### src/rtl/led_pattern_pkg.sv
// Shared pattern-mode encoding for the LED pattern engine.
package led_pattern_pkg;

  typedef enum logic [2:0] {
    OFF      = 3'd0,
    ROT_L    = 3'd1,
    ROT_R    = 3'd2,
    PINGPONG = 3'd3,
    BAR      = 3'd4,
    BLINK    = 3'd5
  } led_mode_t;

endpackage : led_pattern_pkg

### src/rtl/led_tick_div.sv
// Step-rate divider: counts enabled clk cycles and flags the last cycle of each step.
module led_tick_div #(
  parameter int CLK_DIV = 50_000_000
) (
  input  logic clk,
  input  logic rstn,
  input  logic en,
  input  logic clr,
  output logic tick
);

  localparam int CW = (CLK_DIV > 1) ? $clog2(CLK_DIV) : 1;
  localparam logic [CW-1:0] CNT_MAX  = CW'(CLK_DIV - 1);
  localparam logic [CW-1:0] CNT_ONE  = CW'(1);
  localparam logic [CW-1:0] CNT_ZERO = CW'(0);

  logic [CW-1:0] cnt_q;
  logic [CW-1:0] cnt_d;

  // Next count: clear has priority, otherwise count while enabled and hold when frozen.
  always_comb begin
    cnt_d = cnt_q;
    if (clr) begin
      cnt_d = CNT_ZERO;
    end else if (en) begin
      if (cnt_q == CNT_MAX) begin
        cnt_d = CNT_ZERO;
      end else begin
        cnt_d = cnt_q + CNT_ONE;
      end
    end else begin
      cnt_d = cnt_q;
    end
  end

  // Counter register.
  always_ff @(posedge clk or negedge rstn) begin
    if (!rstn) begin
      cnt_q <= CNT_ZERO;
    end else begin
      cnt_q <= cnt_d;
    end
  end

  assign tick = en && (cnt_q == CNT_MAX);

endmodule : led_tick_div

### src/rtl/led_pattern_gen.sv
// Board-LED pattern engine: divided step tick advances a selectable lit-vector pattern.
module led_pattern_gen
  import led_pattern_pkg::*;
#(
  parameter int N_LED      = 8,
  parameter int CLK_DIV    = 50_000_000,
  parameter int ACTIVE_LOW = 1
) (
  input  logic             clk,
  input  logic             rstn,
  input  logic             en,
  input  logic [2:0]       mode,
  output logic [N_LED-1:0] led_o,
  output logic             tick_o,
  output logic             wrap_o
);

  if (N_LED < 1) begin : g_chk_n_led
    $error("led_pattern_gen: N_LED must be >= 1");
  end
  if (CLK_DIV < 1) begin : g_chk_clk_div
    $error("led_pattern_gen: CLK_DIV must be >= 1");
  end

  localparam logic [N_LED-1:0] PAT_ZERO = {N_LED{1'b0}};
  localparam logic [N_LED-1:0] PAT_ONES = {N_LED{1'b1}};
  localparam logic [N_LED-1:0] PAT_LSB  = N_LED'(1);
  localparam logic [N_LED-1:0] PAT_MSB  = PAT_LSB << (N_LED - 1);
  localparam logic [N_LED-1:0] LED_OFF  = (ACTIVE_LOW != 0) ? PAT_ONES : PAT_ZERO;
  localparam logic             DIR_UP   = 1'b1;
  localparam logic             DIR_DN   = 1'b0;

  // Pattern loaded when a mode is (re)selected.
  function automatic logic [N_LED-1:0] seed_f(input logic [2:0] m);
    logic [N_LED-1:0] s;
    case (led_mode_t'(m))
      ROT_L:    s = PAT_LSB;
      ROT_R:    s = PAT_MSB;
      PINGPONG: s = PAT_LSB;
      default:  s = PAT_ZERO;
    endcase
    return s;
  endfunction

  logic [2:0]       mode_q, mode_d;
  logic [N_LED-1:0] pat_q, pat_d;
  logic             dir_q, dir_d;
  logic             tick_q, tick_d;
  logic             wrap_q, wrap_d;
  logic [N_LED-1:0] led_q, led_d;
  logic             mode_chg_s;
  logic             div_tick_s;
  logic             step_s;
  logic [N_LED-1:0] shl_s;
  logic [N_LED-1:0] shr_s;

  assign mode_chg_s = (mode != mode_q);
  assign step_s     = div_tick_s && !mode_chg_s;
  assign shl_s      = pat_q << 1;
  assign shr_s      = pat_q >> 1;

  led_tick_div #(
    .CLK_DIV (CLK_DIV)
  ) u_div (
    .clk  (clk),
    .rstn (rstn),
    .en   (en),
    .clr  (mode_chg_s),
    .tick (div_tick_s)
  );

  // Pattern next state: a mode change reloads the seed and beats a coincident step.
  always_comb begin
    mode_d = mode_q;
    pat_d  = pat_q;
    dir_d  = dir_q;
    wrap_d = 1'b0;
    tick_d = 1'b0;
    if (mode_chg_s) begin
      mode_d = mode;
      pat_d  = seed_f(mode);
      dir_d  = DIR_UP;
    end else if (step_s) begin
      tick_d = 1'b1;
      case (led_mode_t'(mode_q))
        ROT_L: begin
          pat_d  = shl_s | (pat_q >> (N_LED - 1));
          wrap_d = pat_q[N_LED-1];
        end
        ROT_R: begin
          pat_d  = shr_s | (pat_q << (N_LED - 1));
          wrap_d = pat_q[0];
        end
        PINGPONG: begin
          if (N_LED == 1) begin
            pat_d  = PAT_LSB;
            wrap_d = 1'b1;
          end else if (dir_q == DIR_UP) begin
            pat_d = shl_s;
            if (shl_s[N_LED-1]) begin
              dir_d = DIR_DN;
            end else begin
              dir_d = DIR_UP;
            end
          end else begin
            pat_d = shr_s;
            if (shr_s[0]) begin
              dir_d  = DIR_UP;
              wrap_d = 1'b1;
            end else begin
              dir_d = DIR_DN;
            end
          end
        end
        BAR: begin
          if (pat_q == PAT_ONES) begin
            pat_d  = PAT_ZERO;
            wrap_d = 1'b1;
          end else begin
            pat_d = shl_s | PAT_LSB;
          end
        end
        BLINK: begin
          pat_d  = ~pat_q;
          wrap_d = (pat_q == PAT_ONES);
        end
        default: begin
          pat_d = PAT_ZERO;
        end
      endcase
    end else begin
      pat_d = pat_q;
    end
    led_d = (ACTIVE_LOW != 0) ? ~pat_d : pat_d;
  end

  // State and registered output flops.
  always_ff @(posedge clk or negedge rstn) begin
    if (!rstn) begin
      mode_q <= 3'd0;
      pat_q  <= PAT_ZERO;
      dir_q  <= DIR_UP;
      tick_q <= 1'b0;
      wrap_q <= 1'b0;
      led_q  <= LED_OFF;
    end else begin
      mode_q <= mode_d;
      pat_q  <= pat_d;
      dir_q  <= dir_d;
      tick_q <= tick_d;
      wrap_q <= wrap_d;
      led_q  <= led_d;
    end
  end

  assign led_o  = led_q;
  assign tick_o = tick_q;
  assign wrap_o = wrap_q;

endmodule : led_pattern_gen

### config.mk
export PLATFORM = sky130hd
export DESIGN_NAME = led_pattern_gen
export DESIGN_NICKNAME = d
export VERILOG_FILES = /design/src/rtl/led_pattern_pkg.sv /design/src/rtl/led_tick_div.sv /design/src/rtl/led_pattern_gen.sv
export SDC_FILE = /design/constraint.sdc
export NUM_CORES = 1
export LEC_CHECK = 0
export ABC_AREA = 1
export ABC_CLOCK_PERIOD_IN_PS = 2800
export BUFFER_PORTS_ARGS = -buffer_cell sky130_fd_sc_hd__buf_2
export CAP_MARGIN = 20
export CELL_PAD_IN_SITES_DETAIL_PLACEMENT = 0
export CELL_PAD_IN_SITES_GLOBAL_PLACEMENT = 1
export CORE_MARGIN = 8
export CORE_UTILIZATION = 48
export CTS_BUF_LIST = sky130_fd_sc_hd__clkbuf_16
export CTS_CLUSTER_SIZE = 8
export DETAILED_ROUTE_END_ITERATION = 10
export PLACE_DENSITY_LB_ADDON = 0.1
export RECOVER_POWER = 50
export SLEW_MARGIN = 20
export SYNTH_ARGS = -nofsm -noshare
export SYNTH_HDL_FRONTEND = slang
export SYNTH_SLANG_ARGS = --single-unit
### constraint.sdc
create_clock -name clk -period 2.8 [get_ports clk]
set_input_delay 0.42 -clock clk [delete_from_list [all_inputs] [get_ports clk]]
set_output_delay 0.42 -clock clk [all_outputs]
set_load 0.05 [all_outputs]
==> impl_metrics.toml, run 1 <==
[run_status]
status = "completed"

[cells_and_area]
final_cells = 529
fin_nets = 459
multi_input_area_mm2 = 0.00157
fillers = 648
area_growth_pct = 10.2
regArea_mm2 = 0.00121
diodes = 0
drive_above_1_share_pct = 13.5
postLayoutCellArea_mm2 = 0.00336

[timing]
hold_viol = 0
maxSlewHeadroom_pct = 17.8
fin_skew_ns = 0.00666
period_needed_ns = 1.92
final-setup-viol-count = 0
slew_violations = 0
fmax_ghz = 0.520
worst_pin_slew_ns = 1.23
rsz0062_at_grt = "false"
post-route-period-util_pct = 68.7
timing.setup.tns_ns = 0

[critical_path]
r2r_cells = 10
regToRegSetupSlack_ns = 0.88
critPathMaxFanout = 14
reg2reg_to = "led_o[1]"
worstPathArrival_ns = 2.15
cp-start-kind = "flop"
critPathKind = "reg2reg"
critical_path.endpoint_type = "flop"
cp.required_ns = 3.02
timing.rr.start = "mode_q[0]"

[global_route]
grt_pass1_vias = 2715
overflow = 0
antenna_found_initial = 0
grt_max_degree = 49
grt_use_total_pct = 18.3
grt_pass1_wl_mm = 13.1

[clock_tree]
tritoncts = "done"
cts_buffers = 5
htreeDepth = 2
clock_latency_ns = 0.29
cts.sinks = 48
cts_setup_buffers = 0
clk_path_buf_depth = 2
clkTransAtPathRegs_ns = 0.07
cts_hold_buf = 0
cts_root_buf = "clkbuf_16"
cts_resized = 0

[placement]
place_congestion = 0.904
hpwl_mm = 5.94
port-buffer-count = 15
placed_area_mm2 = 0.00317
dp_cells = 521

[power_and_ir_drop]
combPwrFrac_pct = 6.7
intPower_w = 0.00124
p_switching_w = 0.000361
netSwitchingFraction_pct = 22.5
ir_worst_vdd_mv = 0.289
power.share.sequential_pct = 44.4
p_leak_nw = 1.50
power.density_mw_per_mm2 = 478
clockPowerShare_pct = 48.8

[drt]
drc_errors = 0
wl_per_cell_um = 14.8
firstDrtPassIters = 4
wl_mm = 7.83
viasPerCell = 5.31
vias = 2810
drt_iter0_markers = 160
ant_nets = 0

[synth]
synth_cell_type_count = 33
synthCells = 438
synthesis.nets = 446
yosysSeqAreaShare_pct = 39.8
ys_ff_latch = 48
synth.cell_area_mm2 = 0.00305
synth_area_per_cell_um2 = 6.96
synth-warning-count = 0

[hold_path]
hold_class = "in2reg"
min_delay_path_depth = 1
holdPathEnd = "mode_q[0]"
hold_path.startpoint = "mode[0]"

[floorplanning]
die_area_mm2 = 0.00915
die_y_um = 95.7
io-pin-count = 16
die_w_um = 95.7
rows = 29
core_mm2 = 0.00624
start_util_pct = 48.8

[flow_run]
drv_cap = 0
## cells by family after synthesis
| kind of cell | synth area share (%) |
|---|---|
| adder cells (fa/ha/maj) | 0.821 |
| buffers and inverters | 8.67 |
| XOR/XNOR | 3.70 |
| flip-flops | 39.8 |
| AO/OA/AOI/OAI | 6.94 |
| AND/OR/NAND/NOR | 40.1 |
## final cells by class
cell class                 count  share of cell area [%]
timing repair buffer          17                    2.42
sequential                    48                    36.1
clock inverter                 3                    2.05
multi-input combinational    325                    46.8
inverter                      54                    6.04
clock buffer                   5                    3.73
tap                           77                    2.87
## worst max-delay path, cell delays in order, from the launching register on
cell	delay, ns
dfrtp_1	0.49
inv_2	0.12
nand2_1	0.05
nand2_1	0.11
nand3_2	0.15
inv_2	0.24
nand2_1	0.08
nand2_1	0.37
nand2_1	0.12
inv_1	0.07
nor2_1	0.04
## placed cells by master (no fill, tap or decap)
cell	instances
xnor2_2	1
a31oi_1	1
inv_2	9
dfrtp_1	39
clkbuf_16	5
nand2_1	117
nor2_1	77
clkinv_1	1
inv_1	44
nand4_2	1
nand4_1	14
nand2_2	6
o22ai_1	10
or2_2	1
buf_4	1
clkbuf_2	1
a21oi_1	14
nand2_4	1
nand3b_1	1
clkbuf_1	5
o21ai_1	4
bufinv_16	2
o21bai_1	2
dfstp_2	9
nand3_1	36
nand3_2	4
o31ai_1	1
nor2_8	1
ha_1	2
o21ai_0	6
nor3_1	6
inv_6	1
nor2_4	2
nor2_2	6
xor2_1	10
xnor2_1	1
buf_2	10
## synth_stat cells (all sizes together)
library cell / instances / area share (%)
xor2: 10 / 2.9
buf: 6 / 1.4
or2: 1 / 0.21
clkbuf: 5 / 0.62
o31ai: 1 / 0.25
nand3: 40 / 7.2
o21ai: 10 / 1.6
a21oi: 14 / 2.3
clkinv: 1 / 0.12
xnor2: 2 / 0.82
nand4: 15 / 3.3
nand3b: 1 / 0.25
inv: 53 / 6.5
nor3: 6 / 0.99
dfrtp: 39 / 32
a31oi: 1 / 0.21
o22ai: 10 / 2.1
o21bai: 2 / 0.49
ha: 2 / 0.82
nor2: 86 / 12
dfstp: 9 / 7.8
nand2: 124 / 16
## power by group through the flow
stage          logic (W)  clock network (W)  registers (W)
2_1_floorplan  0.0000685                  0       0.000728
3_3_place_gp    0.000109                  0       0.000725
3_5_place_dp    0.000110                  0       0.000725
4_1_cts         0.000111           0.000807       0.000712
5_1_grt         0.000121           0.000828       0.000713
6_report        0.000108           0.000783       0.000713
## layer usage
metal,wire (um),part of all wire [%],track usage (%)
met1,3390,43,21.3
met2,3990,51,33.0
met3,274,3.5,2.60
met4,179,2.3,6.79
met5,0,0,0
## per-stage QoR
step	hold WS [ns]	worst slack [ns]	utilization (%)	total power, W
detailed placement	0.474	0.763	50.8	0.000835
finish	0.304	0.875	53.8	0.00160
global route	0.299	0.616	53.8	0.00166
floorplan	0.124	1.26	-	0.000797
global placement	0.471	0.813	50.8	0.000834
CTS	0.258	0.870	53.9	0.00163
## flip-flops by register name, summed over array words and instances, names as in the netlist, named ones only
register,count
tick_o,1
wrap_o,1
pat_q,7
mode_q,3
dir_q,1
u_div.cnt_q,26
led_o,8
## how the worst max path moves through the flow
stage	slack, ns	depth (start not counted)	startpoint	end
finish	0.88	10	mode_q[0]	led_o[1]
global route	0.62	8	mode_q[2]	led_o[1]
CTS	0.87	8	mode_q[2]	led_o[1]
detailed placement	0.76	8	mode[2]	pat_q[1]
global placement	0.81	9	mode[2]	led_o[1]
floorplan	1.26	9	u_div.cnt_q[1]	led_o[3]
Power figures use the tool's default switching activity.
==> run 2: changes to the inputs <==
--- a/config.mk
+++ b/config.mk
@@ -6,13 +6,13 @@
 export NUM_CORES = 1
 export LEC_CHECK = 0
 export ABC_AREA = 1
-export ABC_CLOCK_PERIOD_IN_PS = 2800
+export ABC_CLOCK_PERIOD_IN_PS = 1900
 export BUFFER_PORTS_ARGS = -buffer_cell sky130_fd_sc_hd__buf_2
 export CAP_MARGIN = 20
 export CELL_PAD_IN_SITES_DETAIL_PLACEMENT = 0
 export CELL_PAD_IN_SITES_GLOBAL_PLACEMENT = 1
 export CORE_MARGIN = 8
-export CORE_UTILIZATION = 48
+export CORE_UTILIZATION = 45
 export CTS_BUF_LIST = sky130_fd_sc_hd__clkbuf_16
 export CTS_CLUSTER_SIZE = 8
 export DETAILED_ROUTE_END_ITERATION = 10
==> constraint.sdc (replaced) <==
create_clock -name clk -period 1.9 [get_ports clk]
set_input_delay 0.285 -clock clk [delete_from_list [all_inputs] [get_ports clk]]
set_output_delay 0.285 -clock clk [all_outputs]
set_load 0.05 [all_outputs]
==> run 2 against run 1 <==
Maximum frequency is 13% higher; power is 50% higher; design area is 3.5% higher; combinational power is 70% higher; clock skew is 0.00058 ns higher; critical path depth is 2 higher; sequential share of layout area is 1.2 points lower; sequential power is 46% higher; die area is 5.5% higher; worst hold slack worse by 0.14 ns; non-clock buffer count is 14 higher; largest cell class unchanged; largest power group unchanged.
==> impl_metrics.toml, run 2 (synthesis gave the netlist of run 1 again) <==
[run_status]
status = "completed"

[clock_tree]
cts_root_buf = "clkbuf_16"
cts.sinks = 48
clock_latency_ns = 0.29
tritoncts = "done"
clk_path_buf_depth = 2
cts_buffers = 5
clkTransAtPathRegs_ns = 0.07
htreeDepth = 2

[critical_path]
reg2reg_to = "led_o[4]"
timing.rr.start = "u_div.cnt_q[1]"
cp.required_ns = 2.12
regToRegSetupSlack_ns = 0.19
worstPathArrival_ns = 1.93
critPathKind = "reg2reg"
r2r_cells = 12
critPathMaxFanout = 11
startpoint = "u_div.cnt_q[1]"
cp-start-kind = "flop"
critical_path.endpoint_type = "flop"

[placement]
hpwl_mm = 6.26
port-buffer-count = 15
place_congestion = 0.906

[power_and_ir_drop]
power.density_mw_per_mm2 = 691
clockPowerShare_pct = 48.9
netSwitchingFraction_pct = 23.0
power.share.sequential_pct = 43.5
combPwrFrac_pct = 7.7
intPower_w = 0.00185
ir_worst_vdd_mv = 0.318
p_switching_w = 0.000554
p_leak_nw = 1.57
power_w = 0.00240

[global_route]
grt_pass1_vias = 2789
met2_usage_pct = 32.0
overflow = 0
grt_max_degree = 28
grt_pass1_wl_mm = 13.6
use_met1_pct = 20.2
busiest_layer = "met2"
grt_use_met3_pct = 2.63
antenna_found_initial = 0
grt_use_total_pct = 17.7

[timing]
worst_pin_slew_ns = 0.687
rsz0062_at_grt = "false"
period_needed_ns = 1.71
final-setup-viol-count = 0
fin_skew_ns = 0.00724
timing.setup.tns_ns = 0
fmax_ghz = 0.585
hold_viol = 0
post-route-period-util_pct = 90.0
maxSlewHeadroom_pct = 54.2
slew_violations = 0

[cells_and_area]
fillers = 678
area_growth_pct = 14.1
drive_above_1_share_pct = 15.9
largest_register_ffs = 26
regArea_mm2 = 0.00121
multi_input_area_mm2 = 0.00158
final_cell_mix = "nand2_1, nor2_1, inv_1"
diodes = 0
fin_nets = 473
top_register = "u_div.cnt_q"
mostFrequentLayoutCell = "nand2_1"

[drt]
drt_iter0_markers = 146
vias = 2785
firstDrtPassIters = 4
wl_mm = 7.95
wl_per_cell_um = 14.6
viasPerCell = 5.10
ant_nets = 0
drc_errors = 0

[floorplanning]
die_w_um = 98.3
die_area_mm2 = 0.00966
io-pin-count = 16
rows = 30
start_util_pct = 45.6
die_y_um = 98.3
core_mm2 = 0.00668

[hold_path]
min_delay_path_depth = 1
holdPathEnd = "mode_q[0]"
hold_class = "in2reg"
hold_path.startpoint = "mode[0]"

[flow_run]
drv_cap = 0
[run 2: worst max-delay path: stages (launching register included)]
cell and delay [ns]:
dfrtp_1 0.39, ha_1 0.26, inv_2 0.10, nor2_8 0.14, nand2_4 0.07, nor2_4 0.10, nand3_2 0.07, nand2_1 0.06
nand2_1 0.04, buf_4 0.19, nand2_2 0.08, inv_2 0.03, nor2_1 0.11
[run 2: layer usage]
layer	vias to the layer above	routed length, um
met3	15	256
met5	-	0
met2	44	4130
met1	1283	3380
li1	1443	-
met4	0	187
[run 2: power by group through the flow]
stage          combinational, W  clock, W  sequential (W)
6_report               0.000184   0.00117         0.00104
3_3_place_gp           0.000189         0         0.00106
4_1_cts                0.000192   0.00119         0.00104
3_5_place_dp           0.000190         0         0.00106
5_1_grt                0.000208   0.00123         0.00105
2_1_floorplan          0.000101         0         0.00107
[run 2: metrics by stage]
stage | instance area (um^2) | setup WS (ns) | std cells | utilization [%] | hold WS (ns)
3_5_place_dp | 3290 | 0.137 | 537 | 49.2 | 0.303
6_report | 3480 | 0.190 | 546 | 52.0 | 0.165
5_1_grt | 3480 | 0.0111 | 546 | 52.0 | 0.176
2_1_floorplan | 3050 | 0.362 | 438 | - | -0.0106
4_1_cts | 3490 | 0.148 | 546 | 52.2 | 0.143
3_3_place_gp | 3290 | 0.188 | 537 | 49.2 | 0.300
[run 2: cell type report]
cell class                      count  area share, %
Multi-Input combinational cell    325           45.4
Sequential cell                    48           34.9
Inverter                           54           5.83
Timing Repair Buffer               31           5.44
Clock buffer                        5           3.60
Tap cell                           80           2.88
Clock inverter                      3           1.98
[run 2: worst max path at each step]
stage	endpoint	slack, ns	cells after the start
floorplan	led_o[3]	0.36	9
global placement	pat_q[1]	0.19	7
detailed placement	pat_q[1]	0.14	7
CTS	pat_q[1]	0.15	7
global route	u_div.cnt_q[17]	0.01	3
finish	led_o[4]	0.19	12
[run 2: timing repair]
item	CTS	global route
hold endpoints to repair	16	0
endpoints found under the setup margin	0	3
setup buffers	0	0
hold buffers	1	0
resized for setup	0	1
